===== src/rtl/fpu_issue_controller_pkg.sv =====
// Shared encodings for the FPU issue controller: FPU operation codes,
// controller state encodings and the default watchdog limit.
package fpu_issue_controller_pkg;

    // FPU operation codes (same values as the FPU's own decoder)
    localparam logic [1:0] FPU_ADD  = 2'b00;
    localparam logic [1:0] FPU_SUB  = 2'b01;
    localparam logic [1:0] FPU_MUL  = 2'b10;
    localparam logic [1:0] FPU_SQRT = 2'b11;

    // Controller state encodings
    localparam logic [1:0] IDLE  = 2'b00;
    localparam logic [1:0] ISSUE = 2'b01;
    localparam logic [1:0] RESP  = 2'b10;

    // Default watchdog limit in ISSUE cycles
    localparam int unsigned DEFAULT_TIMEOUT = 64;

endpackage


===== src/rtl/fpu_issue_controller.sv =====
// Upstream sequencer for the fixed-point FPU. Accepts one request, holds the
// operation and operands on the FPU until it reports ready (or the watchdog
// expires), then presents the result with its tag downstream. Outside ISSUE
// the FPU sees FPU_ADD, which restarts its multi-stage MUL/SQRT machines.
module fpu_issue_controller
    import fpu_issue_controller_pkg::*;
#(
    parameter int unsigned WIDTH   = 32,
    parameter int unsigned TAG_W   = 4,
    parameter int unsigned TIMEOUT = DEFAULT_TIMEOUT
) (
    input  logic             clk,
    input  logic             reset,
    input  logic             in_valid,
    output logic             in_ready,
    input  logic [1:0]       in_op,
    input  logic [WIDTH-1:0] in_a,
    input  logic [WIDTH-1:0] in_b,
    input  logic [TAG_W-1:0] in_tag,
    output logic [1:0]       fpu_operation,
    output logic [WIDTH-1:0] fpu_operand_1,
    output logic [WIDTH-1:0] fpu_operand_2,
    input  logic [WIDTH-1:0] fpu_result,
    input  logic             fpu_ready,
    output logic             out_valid,
    input  logic             out_ready,
    output logic [WIDTH-1:0] out_result,
    output logic [TAG_W-1:0] out_tag,
    output logic             out_error,
    output logic             busy
);

    localparam int unsigned CNT_W = $clog2(TIMEOUT);
    localparam logic [CNT_W-1:0] CNT_LAST = CNT_W'(TIMEOUT - 1);

    logic [1:0]       r_state;
    logic [1:0]       r_op;
    logic [WIDTH-1:0] r_a;
    logic [WIDTH-1:0] r_b;
    logic [TAG_W-1:0] r_tag;
    logic [WIDTH-1:0] r_result;
    logic             r_error;
    logic [CNT_W-1:0] r_cnt;

    logic w_idle;
    logic w_issue;
    logic w_resp;

    // State decode
    always_comb begin
        w_idle  = (r_state == IDLE);
        w_issue = (r_state == ISSUE);
        w_resp  = (r_state == RESP);
    end

    // Sequencer: capture request, wait for FPU or watchdog, hold response
    always_ff @(posedge clk or negedge reset) begin
        if (!reset) begin
            r_state  <= IDLE;
            r_op     <= FPU_ADD;
            r_a      <= '0;
            r_b      <= '0;
            r_tag    <= '0;
            r_result <= '0;
            r_error  <= 1'b0;
            r_cnt    <= '0;
        end else begin
            case (r_state)
                IDLE: begin
                    if (in_valid) begin
                        r_op    <= in_op;
                        r_a     <= in_a;
                        r_b     <= in_b;
                        r_tag   <= in_tag;
                        r_cnt   <= '0;
                        r_state <= ISSUE;
                    end
                end
                ISSUE: begin
                    // fpu_ready takes priority over an expiring watchdog
                    if (fpu_ready) begin
                        r_result <= fpu_result;
                        r_error  <= 1'b0;
                        r_state  <= RESP;
                    end else if (r_cnt == CNT_LAST) begin
                        r_result <= '0;
                        r_error  <= 1'b1;
                        r_state  <= RESP;
                    end else begin
                        r_cnt <= r_cnt + CNT_W'(1);
                    end
                end
                RESP: begin
                    if (out_ready) begin
                        r_state <= IDLE;
                    end
                end
                default: r_state <= IDLE;
            endcase
        end
    end

    // Handshake and FPU drive outputs
    always_comb begin
        in_ready      = w_idle;
        busy          = w_issue | w_resp;
        out_valid     = w_resp;
        out_result    = r_result;
        out_tag       = r_tag;
        out_error     = r_error;
        fpu_operation = w_issue ? r_op : FPU_ADD;
        fpu_operand_1 = r_a;
        fpu_operand_2 = r_b;
    end

endmodule


===== config.mk =====
export PLATFORM = sky130hd
export DESIGN_NAME = fpu_issue_controller
export DESIGN_NICKNAME = d
export VERILOG_FILES = /design/src/rtl/fpu_issue_controller_pkg.sv /design/src/rtl/fpu_issue_controller.sv
export SDC_FILE = /design/constraint.sdc
export NUM_CORES = 1
export LEC_CHECK = 0
export ABC_AREA = 0
export BUFFER_PORTS_ARGS = -buffer_cell sky130_fd_sc_hd__buf_2
export CAP_MARGIN = 10
export CORE_MARGIN = 3
export CORE_UTILIZATION = 50
export DETAILED_ROUTE_END_ITERATION = 12
export GPL_ROUTABILITY_DRIVEN = 1
export PLACE_DENSITY_LB_ADDON = 0.05
export SYNTH_ARGS = -nofsm -noshare
export SYNTH_HDL_FRONTEND = slang
export SYNTH_SLANG_ARGS = --single-unit

===== constraint.sdc =====
create_clock -name clk -period 3 [get_ports clk]
set_input_delay 0.15 -clock clk [delete_from_list [all_inputs] [get_ports clk]]
set_output_delay 0.15 -clock clk [all_outputs]
set_load 0.01 [all_outputs]

== Yosys cells after proc, flatten, opt, wreduce, memory -nomap -nowiden ==
Index checks and enable logic that the tools add are counted.

* Flip-flop bits (word level): 111
* Latch bits: 0
* RAM bits: 0
* ROM bits: 0
* Bits of input ports: 107
* Output and inout bits: 106
* Word-level logic and storage cells: 39
* Memories: 0

* $add $sub $neg: 1
* Multipliers: 0
* Div/mod/pow operators: 0
* $lt $le $gt $ge: 0
* Equality and inequality tests: 8
* Shifts and indexed selects: 0
* Multiplexer cells: 14
* Bitwise gates (word level): 1
* Reduce and logical (&&, ||, !) cells: 7

{| class="wikitable"
|+ Operators by type and width
! kind !! count
|-
| $mux 32 || 2
|-
| $mux 6 || 3
|-
| $pmux 6 s2 || 1
|-
| $mux 2 || 5
|-
| $ne 2x2->1 const B || 4
|-
| $add 6x1->6 const B || 1
|-
| $eq 6x6->1 const B || 1
|-
| $pmux 2 s3 || 1
|-
| $reduce_and 2->1 || 2
|-
| $reduce_and 4->1 || 1
|-
| $reduce_bool 2->1 || 2
|-
| $ne 3x2->1 const B || 1
|-
| $reduce_and 3->1 || 1
|-
| $eq 2x1->1 const B || 1
|-
| $eq 2x2->1 const B || 1
|-
| $logic_not 2->1 || 1
|-
| $mux 1 || 2
|-
| $or 1x1->1 || 1
|}

== Depth between registers and ports, before layout ==
Gate-level depths: netlist of run 1.

* Word-level depth: 4
* Gate-level depth with buffers: 8
* Mapped depth without buffers: 6

== Worst setup path before layout of run 1 ==
OpenSTA, ideal clock, no wires.

* Path kind: register -> register
* From: reg r_state[0]
* To: reg r_cnt[0]
* Setup time: 0.127 ns
* Arrival: 1.759 ns
* Data required time: 2.873 ns
* Path slack: 1.114 ns
* Stages on the path, launching flop included: 8
* Buffers on the path: 1
* Period minus slack after synthesis: 1.886 ns
* Cells stage by stage: dfrtp_1 -> inv_1 -> ha_1 -> mux2_2 -> and2_1 -> buf_4 -> nand2_1 -> mux2_1

* Longest elaborated chain between the ends: 3
* Elaborated cells between the ends (all ways): 8
* Classes of those cells: eq/ne (4); mux (1); reduce/logical (3)

{| class="wikitable"
|+ RTL lines
! what !! line !! source
|-
| from (decl) || fpu_issue_controller.sv:36 || <nowiki>logic [1:0] r_state;</nowiki>
|-
| from (signal assigned) || fpu_issue_controller.sv:59 || <nowiki>r_state <= IDLE;</nowiki>
|-
| from (signal assigned) || fpu_issue_controller.sv:76 || <nowiki>r_state <= ISSUE;</nowiki>
|-
| from (signal assigned) || fpu_issue_controller.sv:84 || <nowiki>r_state <= RESP;</nowiki>
|-
| $logic_not 2->1 * || n/a ||
|-
| named net in_ready || fpu_issue_controller.sv:15 || <nowiki>output logic in_ready,</nowiki>
|-
| $ne 2x2->1 (no line) or $reduce_bool 2->1 (tied branches) || n/a ||
|-
| $reduce_and 4->1 (no line) || n/a ||
|-
| to (signal assigned) || fpu_issue_controller.sv:90 || <nowiki>r_cnt <= r_cnt + CNT_W'(1);</nowiki>
|-
| to (decl) || fpu_issue_controller.sv:43 || <nowiki>logic [CNT_W-1:0] r_cnt;</nowiki>
|}

Mark *: on every way through the listed nets, which the timed path passes. The rest lies on a longest branch.
A chain may end at the register's enable or synchronous reset.

== Worst setup path in the final report of run 1 ==
* From: reg r_state[1]
* To: reg r_cnt[0]

* Longest elaborated chain between the ends: 3
* Elaborated cells between the ends (all ways): 8
* Classes of those cells: eq/ne (4); mux (1); reduce/logical (3)

{| class="wikitable"
|+ RTL lines
! what !! line !! source
|-
| $eq 2x1->1 or $logic_not 2->1 (tied branches) || fpu_issue_controller.sv:68 || <nowiki>case (r_state)</nowiki>
|-
| $ne 2x2->1 (no line) or $reduce_bool 2->1 (tied branches) || n/a ||
|-
| $reduce_and 4->1 (no line) || n/a ||
|}

Several ways; a longest one is shown, not always the timed one.

==> qor.yml, run 1 <==
outcome:
  status: "completed"
clocking:
  cts_resized: 0
  clk_pin_slew_ns: 0.10
  post_cts_buffers: 0
  cts_buffers: 9
  clkSinkCount: 111
  cts-root-buf: "clkbuf_8"
  ctsHoldBuffers: 72
  cts_tree: "done"
  cts.path.max_buffers: 2
  htreeDepth: 3
  clk_latency_ns: 0.37
layout:
  postLayoutCoreUtil: 0.771
  antennaDiodeCount: 0
  final_cells: 737
  fillers: 545
  drive_gt1_frac: 0.454
  syn_to_final_growth_pct: 46.7
  layout_common_cells: "buf_2 (211), dfrtp_1 (111), dlygate4sd3_1 (72)"
  final_nets: 739
  layout_commonest_cell: "buf_2"
timing:
  tightest_slew_ns: 0.916
  setup_slack_ns: 0.662
  min_period_ns: 2.34
  timing.final.hold_violations: 0
  maxSlewHeadroom: 0.390
  rsz0062_at_grt: "no"
  skew_ns: 0.0132
  finalMaxSlewViolations: 0
  max_freq_ghz: 0.428
  finalCritPeriodShare: 0.779
  setup_viol: 0
  fin_tns_setup_ns: 0
synth:
  yosysSeqAreaShare: 0.627
  syn_area_mm2: 0.00443
  avgSynthCellArea_um2: 12.7
  netlist_instances: 348
  synth_seq_cells: 111
  synth_warnings: 0
  yosysUniqueCellTypes: 28
  syn-num-nets: 460
pwr:
  p_total_mw: 6.08
  p_leak_nw: 3.36
  p_per_area_mw_per_mm2: 936
  vdd_drop_max_uv: 460
worst_setup_path:
  cp_data_required_time_ns: 3.25
  worst-setup-path-type: "flop to flop"
  worstSetupEndpointType: "flop"
  start_kind: "flop"
  crit_path_max_fanout: 35
  worstPathArrival_ns: 2.59
grt:
  grt-ovfl-total: 0
  grt_max_degree: 71
  track_usage: 0.234
  antenna_found_initial: 0
  first_global_vias: 3856
  grt_first_pass_wirelength_um: 18500
floorplan:
  die_width_um: 100
  die_area_mm2: 0.0100
  initial_core_util: 0.526
  rows: 33
  die_y_um: 100
  core_mm2: 0.00842
  num_io_pins: 213
run:
  drv_cap: 0
route:
  vias: 3708
  final_antenna_net_count: 0
  first_iter_violations: 119
  wl_per_cell_um: 15.7
  firstDrtPassIters: 5
  routed_wirelength_um: 11500
  vias_per_cell: 5.03
  drc: 0
place:
  dp.cells: 649
  gp_congestion: 0.772
  port_buffers: 212
  dp_slack_ns: 0.673
  hpwl_um: 7380
min_path:
  hold_class: "input port to flop"
cell usage after synthesis:
| cell | count | area [µm²] |
|---|---|---|
| a21oi_1 | 4 | 20.0 |
| dfrtp_1 | 111 | 2780 |
| buf_2 | 11 | 55.1 |
| a41oi_1 | 2 | 17.5 |
| and3_1 | 3 | 18.8 |
| o22ai_1 | 1 | 6.26 |
| a41o_1 | 1 | 10.0 |
| o21a_1 | 1 | 7.51 |
| buf_4 | 1 | 7.51 |
| and4_4 | 1 | 11.3 |
| nor4b_1 | 1 | 8.76 |
| buf_1 | 1 | 3.75 |
| a221oi_4 | 1 | 26.3 |
| and2_1 | 4 | 25.0 |
| o21ai_0 | 1 | 5.00 |
| nand3_1 | 35 | 175 |
| mux2_2 | 52 | 586 |
| clkbuf_1 | 6 | 22.5 |
| nor2_1 | 3 | 11.3 |
| nand3_2 | 1 | 10.0 |
| nand2_2 | 1 | 6.26 |
| ha_1 | 5 | 62.6 |
| nand2b_1 | 1 | 6.26 |
| inv_1 | 6 | 22.5 |
| nand2_1 | 70 | 263 |
| nor2b_1 | 1 | 6.26 |
| a211o_1 | 1 | 8.76 |
| mux2_1 | 22 | 248 |
area by class of cell:
| type | count | area, µm² | share of cell area |
|---|---|---|---|
| sequential | 111 | 2780 | 0.428 |
| timing repair buffer | 287 | 1820 | 0.280 |
| multi-input combinational | 212 | 1550 | 0.238 |
| tap | 105 | 131 | 0.0202 |
| clock buffer | 10 | 128 | 0.0196 |
| clock inverter | 6 | 70.1 | 0.0108 |
| inverter | 6 | 22.5 | 0.00347 |
kinds of logic after synthesis:
| family | after synthesis | share of synthesized area |
|---|---|---|
| fa+ha+maj | 5 | 0.0141 |
| compound gates | 12 | 0.0229 |
| buf+inv | 25 | 0.0251 |
| mux | 74 | 0.188 |
| simple gates | 121 | 0.122 |
| flops | 111 | 0.627 |
power by group:
part           total (mW)  switching [mW]  internal, mW
clock               0.896           0.503         0.393
combinational        2.59            1.33          1.26
sequential           2.60           0.383          2.21
critical path, cell delays in order (launching register included):
cell and delay (ns):
dfrtp_1 0.40, inv_1 0.10, ha_1 0.42, nand3_2 0.66, nand2_1 0.31, mux2_1 0.34
worst paths after layout:
check / start / endpoint / slack [ns] / depth (start not counted)
worst max register to register: r_state[1]$_DFFE_PN0P_ / r_cnt[0]$_DFFE_PN0P_ / 0.66 / 5
min in group asynchronous: reset / fpu_operand_1[9]$_DFFE_PN0P_ / 0.37 / 2
max in group asynchronous: reset / fpu_operand_2[6]$_DFFE_PN0P_ / 1.88 / 3
worst min-delay path: in_op[0] / r_op[0]$_DFFE_PN0P_ / 0.01 / 2
worst max-delay path: r_state[1]$_DFFE_PN0P_ / r_cnt[0]$_DFFE_PN0P_ / 0.66 / 5
worst min register to register: fpu_operand_1[8]$_DFFE_PN0P_ / fpu_operand_1[8]$_DFFE_PN0P_ / 0.50 / 1
layer usage:
| layer | part of all wire | vias to the layer above | global-route usage |
|---|---|---|---|
| met5 | 0 | - | 0 |
| met4 | 0.025 | 0 | 0.0933 |
| met3 | 0.085 | 27 | 0.0549 |
| met2 | 0.51 | 164 | 0.405 |
| met1 | 0.38 | 1782 | 0.283 |
| li1 | - | 1735 | - |
sequential cells by signal, summed over array words and instances (netlist names):
| name | flops |
|---|---|
| fpu_operand_1 | 32 |
| out_tag | 4 |
| out_result | 32 |
| r_state | 2 |
| out_error | 1 |
| r_op | 2 |
| fpu_operand_2 | 32 |
| r_cnt | 6 |
metrics by stage:
step | hold slack [ns] | area (µm²)
2_1_floorplan | -0.146 | 4430
3_3_place_gp | 0.245 | 5580
3_5_place_dp | 0.246 | 5580
4_1_cts | 0.000184 | 6490
5_1_grt | 0.00319 | 6490
6_report | 0.0142 | 6490
(Power assumes the default switching activity.)
==> inputs of run 2 (changes only) <==
- CORE_UTILIZATION: 50 -> 42
- clock period: 3 -> 2 ns (I/O delays scaled with it)
==> run 2 against run 1 <==
  * Sequential power increased by 49%
  * Non-clock buffer count increased by 39
  * Cell count increased by 9.1%
  * Sequential share of layout area decreased by 2.8 points
  * Count of clock-buffer cells in the layout increased by 1
  * Combinational power increased by 55%
  * Power increased by 52%
  * Worst setup slack got worse by 0.51 ns
  * Register-to-register slack got worse by 0.51 ns
  * Critical endpoint unchanged
  * Largest cell class unchanged
  * Highest routed layer unchanged
==> qor.yml, run 2 (synthesized netlist as in run 1, its figures left out) <==
worst_setup_path:
  worstPathArrival_ns: 2.10  # -0.49 ns
  worstSetupEndpointType: "flop"
  start_kind: "flop"
  worst-setup-path-type: "flop to flop"
  crit_path_max_fanout: 7  # -80%
  cp_data_required_time_ns: 2.26  # -0.99 ns
layout:
  drive_gt1_frac: 0.440  # -0.0138
  syn_to_final_growth_pct: 56.9
  layout_commonest_cell: "buf_2"
  layout_common_cells: "buf_2 (211), dfrtp_1 (111), dlygate4sd3_1 (103)"
  fillers: 767  # +41%
  final_nets: 778  # +5.3%
  stdcell_area_mm2: 0.00695  # +7.0%
route:
  vias_per_cell: 4.69  # -6.9%
  vias: 3767  # +1.6%
  first_iter_violations: 120  # +0.84%
  final_antenna_net_count: 0  # unchanged
  firstDrtPassIters: 4  # -1
  drc: 0  # unchanged
  wl_per_cell_um: 14.7  # -5.9%
  routed_wirelength_um: 11900  # +2.7%
grt:
  antenna_found_initial: 0  # unchanged
  grt_first_pass_wirelength_um: 18700  # +0.78%
  track_usage: 0.202  # -0.0320
  grt_max_degree: 56  # -21%
  first_global_vias: 3903  # +1.2%
  grt-ovfl-total: 0  # unchanged
clocking:
  cts-root-buf: "clkbuf_8"
  clk_pin_slew_ns: 0.10  # about the same
  cts.path.max_buffers: 2  # unchanged
  htreeDepth: 3  # unchanged
  clkSinkCount: 111  # unchanged
  post_cts_buffers: 0  # unchanged
  cts_tree: "done"
  ctsHoldBuffers: 103  # +43%
  cts_buffers: 9  # unchanged
  clk_latency_ns: 0.36  # about the same
  cts_resized: 0  # unchanged
floorplan:
  num_io_pins: 213  # unchanged
  core_mm2: 0.0100  # +19%
  die_y_um: 109  # +8.6%
  initial_core_util: 0.443  # -0.0829
  die_width_um: 109  # +8.6%
  die_area_mm2: 0.0118  # +18%
  rows: 36  # +9.1%
place:
  gp_congestion: 0.865  # +12%
  port_buffers: 212  # unchanged
  hpwl_um: 7620  # +3.4%
  placed_cell_area_mm2: 0.00571  # +2.4%
timing:
  tightest_slew_ns: 0.359  # -0.557 ns
  max_freq_ghz: 0.541  # +27%
  setup_viol: 0  # unchanged
  timing.final.hold_violations: 0  # unchanged
  fin_tns_setup_ns: 0  # unchanged
  whs_ns: 0.121  # +0.107 ns
  min_period_ns: 1.85  # -0.491 ns
  finalCritPeriodShare: 0.923  # +0.144
  finalMaxSlewViolations: 0  # unchanged
  rsz0062_at_grt: "no"
  maxSlewHeadroom: 0.761  # +0.371
  skew_ns: 0.00883  # -0.00440 ns
pwr:
  clock_power_share: 0.148  # about the same
  vdd_drop_max_uv: 666  # +45%
  p_leak_nw: 3.55  # +5.5%
  p_int_mw: 5.97  # +55%
  p_per_area_mw_per_mm2: 1330  # +42%
  power_switching_mw: 3.28  # +48%
  combPwrFrac: 0.433  # +0.008
  pwr-share-seq: 0.418  # -0.009
  netSwitchingFraction: 0.355  # -0.00971
  p_total_mw: 9.26  # +52%
run:
  drv_cap: 0  # unchanged
outcome:
  status: "completed"
min_path:
  hold_class: "input port to asynchronous set/reset pin"
-- run 2: cell count changes in the layout (fill, tap and decap cells not counted), sizes merged --
cell	change
buf	+8
clkinvlp	+1
clkinv	-3
clkbuf	+1
diode	+1
dlygate4sd3	+31
-- run 2: final cells by class --
cell class              count  area [µm²]  share of cell area
diodes                      1        2.50            0.000360
well taps                 133         166              0.0240
repair buffers            326        2230               0.321
clock buffers              11         151              0.0218
clock inverters             4        53.8             0.00774
inverters                   6        22.5             0.00324
multi-input cells         212        1550               0.223
flip-flops and latches    111        2780               0.400
-- run 2: power groups by stage --
stage / sequential [mW] / combinational [mW] / clock (mW)
global placement: 3.84 / 3.81 / 0
floorplan: 4.37 / 1.70 / 0
global route: 4.02 / 4.40 / 1.51
finish: 3.87 / 4.01 / 1.37
detailed placement: 3.88 / 3.89 / 0
CTS: 3.85 / 4.04 / 1.43
-- run 2: layer usage --
metal  track usage  vias to the layer above  part of all wire
met1         0.241                     1780              0.40
met5             0                        -                 0
met3        0.0444                       19             0.071
met4        0.0866                        0             0.021
met2         0.351                      158              0.51
li1              -                     1810                 -
-- run 2: final timing paths --
kind	startpoint	end	slack, ns	depth (start not counted)
worst min-delay path	reset	fpu_operand_1[13]$_DFFE_PN0P_	0.12	2
worst min register to register	r_op[1]$_DFFE_PN0P_	r_op[1]$_DFFE_PN0P_	0.49	1
max in group asynchronous	reset	fpu_operand_2[30]$_DFFE_PN0P_	1.36	3
worst max-delay path	r_state[1]$_DFFE_PN0P_	r_cnt[0]$_DFFE_PN0P_	0.15	6
worst max register to register	r_state[1]$_DFFE_PN0P_	r_cnt[0]$_DFFE_PN0P_	0.15	6
min in group clk	out_ready	r_state[0]$_DFFE_PN0P_	0.23	4
-- run 2: critical path: stages, from the launching register on --
cell and delay [ns]:
dfrtp_1 0.42, inv_1 0.11, ha_1 0.19, mux2_2 0.35, and2_1 0.23, nand2_1 0.12
mux2_1 0.32
-- run 2: through the flow --
stage / std cells / setup WS [ns] / util
2_1_floorplan: 348 / 0.114 / -
3_3_place_gp: 685 / 0.217 / 0.571
3_5_place_dp: 685 / 0.169 / 0.571
4_1_cts: 803 / 0.156 / 0.695
5_1_grt: 803 / 0.0488 / 0.695
6_report: 804 / 0.153 / 0.695
==> inputs of run 3 (changes only) <==
--- a/config.mk
+++ b/config.mk
@@ -11,4 +11,5 @@
 export CORE_MARGIN = 3
 export CORE_UTILIZATION = 42
+export CTS_CLUSTER_SIZE = 24
 export DETAILED_ROUTE_END_ITERATION = 12
 export GPL_ROUTABILITY_DRIVEN = 1
@@ -17,2 +18,3 @@
 export SYNTH_HDL_FRONTEND = slang
 export SYNTH_SLANG_ARGS = --single-unit
+export TNS_END_PERCENT = 5
==> constraint.sdc (replaced) <==
create_clock -name clk -period 2 [get_ports clk]
set_input_delay 0.1 -clock clk [delete_from_list [all_inputs] [get_ports clk]]
set_output_delay 0.1 -clock clk [all_outputs]
set_load 0.1 [all_outputs]
==> run 3 against run 2 <==
  * Worst setup slack worse by 0.037 ns
  * Core utilization down 0.23 points
  * Cell count down 0.37%
  * Non-clock buffer count down 3
  * Sequential share of layout area up 0.13 points
  * Design area down 0.32%
  * Flip-flop and latch count unchanged
  * Largest cell class unchanged
  * Register-to-register slack better by 0.04 ns
  * Die area unchanged
  * Critical path type is now flop to output pin
  * First-iteration DRC count down 18%
  * Routed wire length up 4.2%
==> qor.yml, run 3 (synthesized netlist as in run 1, its figures left out) <==
outcome:
  status: "completed"
clocking:
  clkSinkCount: 111  # unchanged
  cts-root-buf: "clkbuf_8"
  clk_latency_ns: 0.37  # about the same
  cts_buffers: 9  # unchanged
  cts_tree: "done"
  clk_pin_slew_ns: 0.10  # about the same
  cts.path.max_buffers: 2  # unchanged
  post_cts_buffers: 0  # unchanged
  htreeDepth: 3  # unchanged
floorplan:
  num_io_pins: 213  # unchanged
  core_mm2: 0.0100  # unchanged
  rows: 36  # unchanged
  die_width_um: 109  # unchanged
  initial_core_util: 0.443  # unchanged
  die_y_um: 109  # unchanged
  die_area_mm2: 0.0118  # unchanged
grt:
  use_met2: 0.379  # +0.0274
  grt-ovfl-total: 0  # unchanged
  grtUsageMet3: 0.0616  # +0.0172
  grt_max_degree: 50  # -11%
  grt_first_pass_wirelength_um: 19800  # +6.2%
  antenna_found_initial: 0  # unchanged
  first_global_vias: 3978  # +1.9%
  met1_usage: 0.255  # +0.0137
  busiest_layer: "met2"
  track_usage: 0.216  # +0.0138
layout:
  antennaDiodeCount: 0  # -1
  fillers: 784  # +2.2%
  layout_common_cells: "buf_2 (210), dfrtp_1 (111), dlygate4sd3_1 (103)"
  drive_gt1_frac: 0.442  # +0.00132
  final_nets: 775  # -0.39%
  syn_to_final_growth_pct: 56.4
  layout_commonest_cell: "buf_2"
worst_setup_path:
  worst-setup-path-type: "flop to output pin"
  r2r_end: "r_cnt[0]$_DFFE_PN0P_"
  cp_data_required_time_ns: 1.90  # -0.36 ns
  crit_path_max_fanout: 12  # +5
  worstRegToRegCells: 6  # unchanged
  start_kind: "flop"
  r2r_slack_ns: 0.19  # +0.04 ns
  r2r-start: "r_state[0]$_DFFE_PN0P_"
  worstSetupEndpointType: "output pin"
  worstPathArrival_ns: 1.78  # -0.32 ns
min_path:
  hold_class: "input port to asynchronous set/reset pin"
timing:
  rsz0062_at_grt: "no"
  skew_ns: 0.00750  # -0.00133 ns
  finalMaxSlewViolations: 0  # unchanged
  tightest_slew_ns: 0.512  # +0.153 ns
  setup_viol: 0  # unchanged
  fin_tns_setup_ns: 0  # unchanged
  timing.final.hold_violations: 0  # unchanged
  min_period_ns: 1.88  # +0.0374 ns
  max_freq_ghz: 0.531  # -2.0%
  finalCritPeriodShare: 0.942  # +0.0187
  whs_ns: 0.197  # +0.0757 ns
  maxSlewHeadroom: 0.661  # -0.0996
place:
  hpwl_um: 8070  # +5.9%
  port_buffers: 212  # unchanged
  gp_congestion: 0.817  # -5.6%
route:
  vias: 3797  # +0.80%
  final_antenna_net_count: 0  # unchanged
  vias_per_cell: 4.74  # +1.2%
  wl_per_cell_um: 15.4  # +4.6%
  routed_wirelength_um: 12300  # +4.2%
  firstDrtPassIters: 4  # unchanged
  drc: 0  # unchanged
  first_iter_violations: 99  # -18%
run:
  drv_cap: 0  # unchanged
-- run 3: changes by cell type in the layout (fill, tap and decap cells not counted), sizes merged --
cell      delta
buf          -4
clkinvlp     +2
diode        -1
-- run 3: stage by stage --
stage / utilization / instances / instance area [µm²] / setup WS (ns)
3_5_place_dp: 0.569 / 682 / 5690 / 0.198
5_1_grt: 0.693 / 801 / 6930 / 0.00948
2_1_floorplan: - / 348 / 4440 / 0.0146
3_3_place_gp: 0.569 / 682 / 5690 / 0.237
6_report: 0.693 / 801 / 6930 / 0.116
4_1_cts: 0.692 / 801 / 6920 / 0.0590
-- run 3: how the worst max path moves through the flow --
stage / slack, ns / start / end
after floorplan: 0.01 / r_state[0]$_DFFE_PN0P_ / r_cnt[0]$_DFFE_PN0P_
after global placement: 0.24 / r_state[0]$_DFFE_PN0P_ / r_cnt[0]$_DFFE_PN0P_
after detailed placement: 0.20 / r_state[0]$_DFFE_PN0P_ / r_cnt[0]$_DFFE_PN0P_
after CTS: 0.06 / r_state[1]$_DFFE_PN0P_ / fpu_operation[0]
after global routing: 0.009 / r_state[1]$_DFFE_PN0P_ / fpu_operation[1]
final: 0.12 / r_state[1]$_DFFE_PN0P_ / fpu_operation[1]
-- run 3: repair_timing --
action                                 4_1_cts  5_1_grt
resized for setup                            0        1
endpoints found under the hold margin      131        0
setup endpoints to repair                    0        1
hold buffers                               103        0
-- run 3: final cells by class --
| class | count | area [µm²] | area share |
|---|---|---|---|
| clock buffers | 10 | 138 | 0.0199 |
| clock inverters | 6 | 68.8 | 0.00994 |
| inverters | 6 | 22.5 | 0.00325 |
| multi-input cells | 212 | 1560 | 0.225 |
| repair buffers | 323 | 2190 | 0.317 |
| flip-flops and latches | 111 | 2780 | 0.401 |
| well taps | 133 | 166 | 0.0240 |
-- run 3: critical path: stages, from the launching register on --
cell and delay [ns]:
dfrtp_1 0.41, inv_2 0.10, ha_1 0.17, buf_4 0.18, and2_1 0.13, buf_2 0.42
-- run 3: layer usage --
layer  vias up  part of all wire  routed length [µm]
met5         -                 0                   0
met1      1821              0.40                4890
met4         0             0.017                 216
met2       147              0.51                6260
met3        18             0.079                 974
li1       1811                 -                   -
Power of run 3 is left out: the tool's default activity adds up to more than one toggle a clock period on the data nets, which glitch-free logic cannot reach.
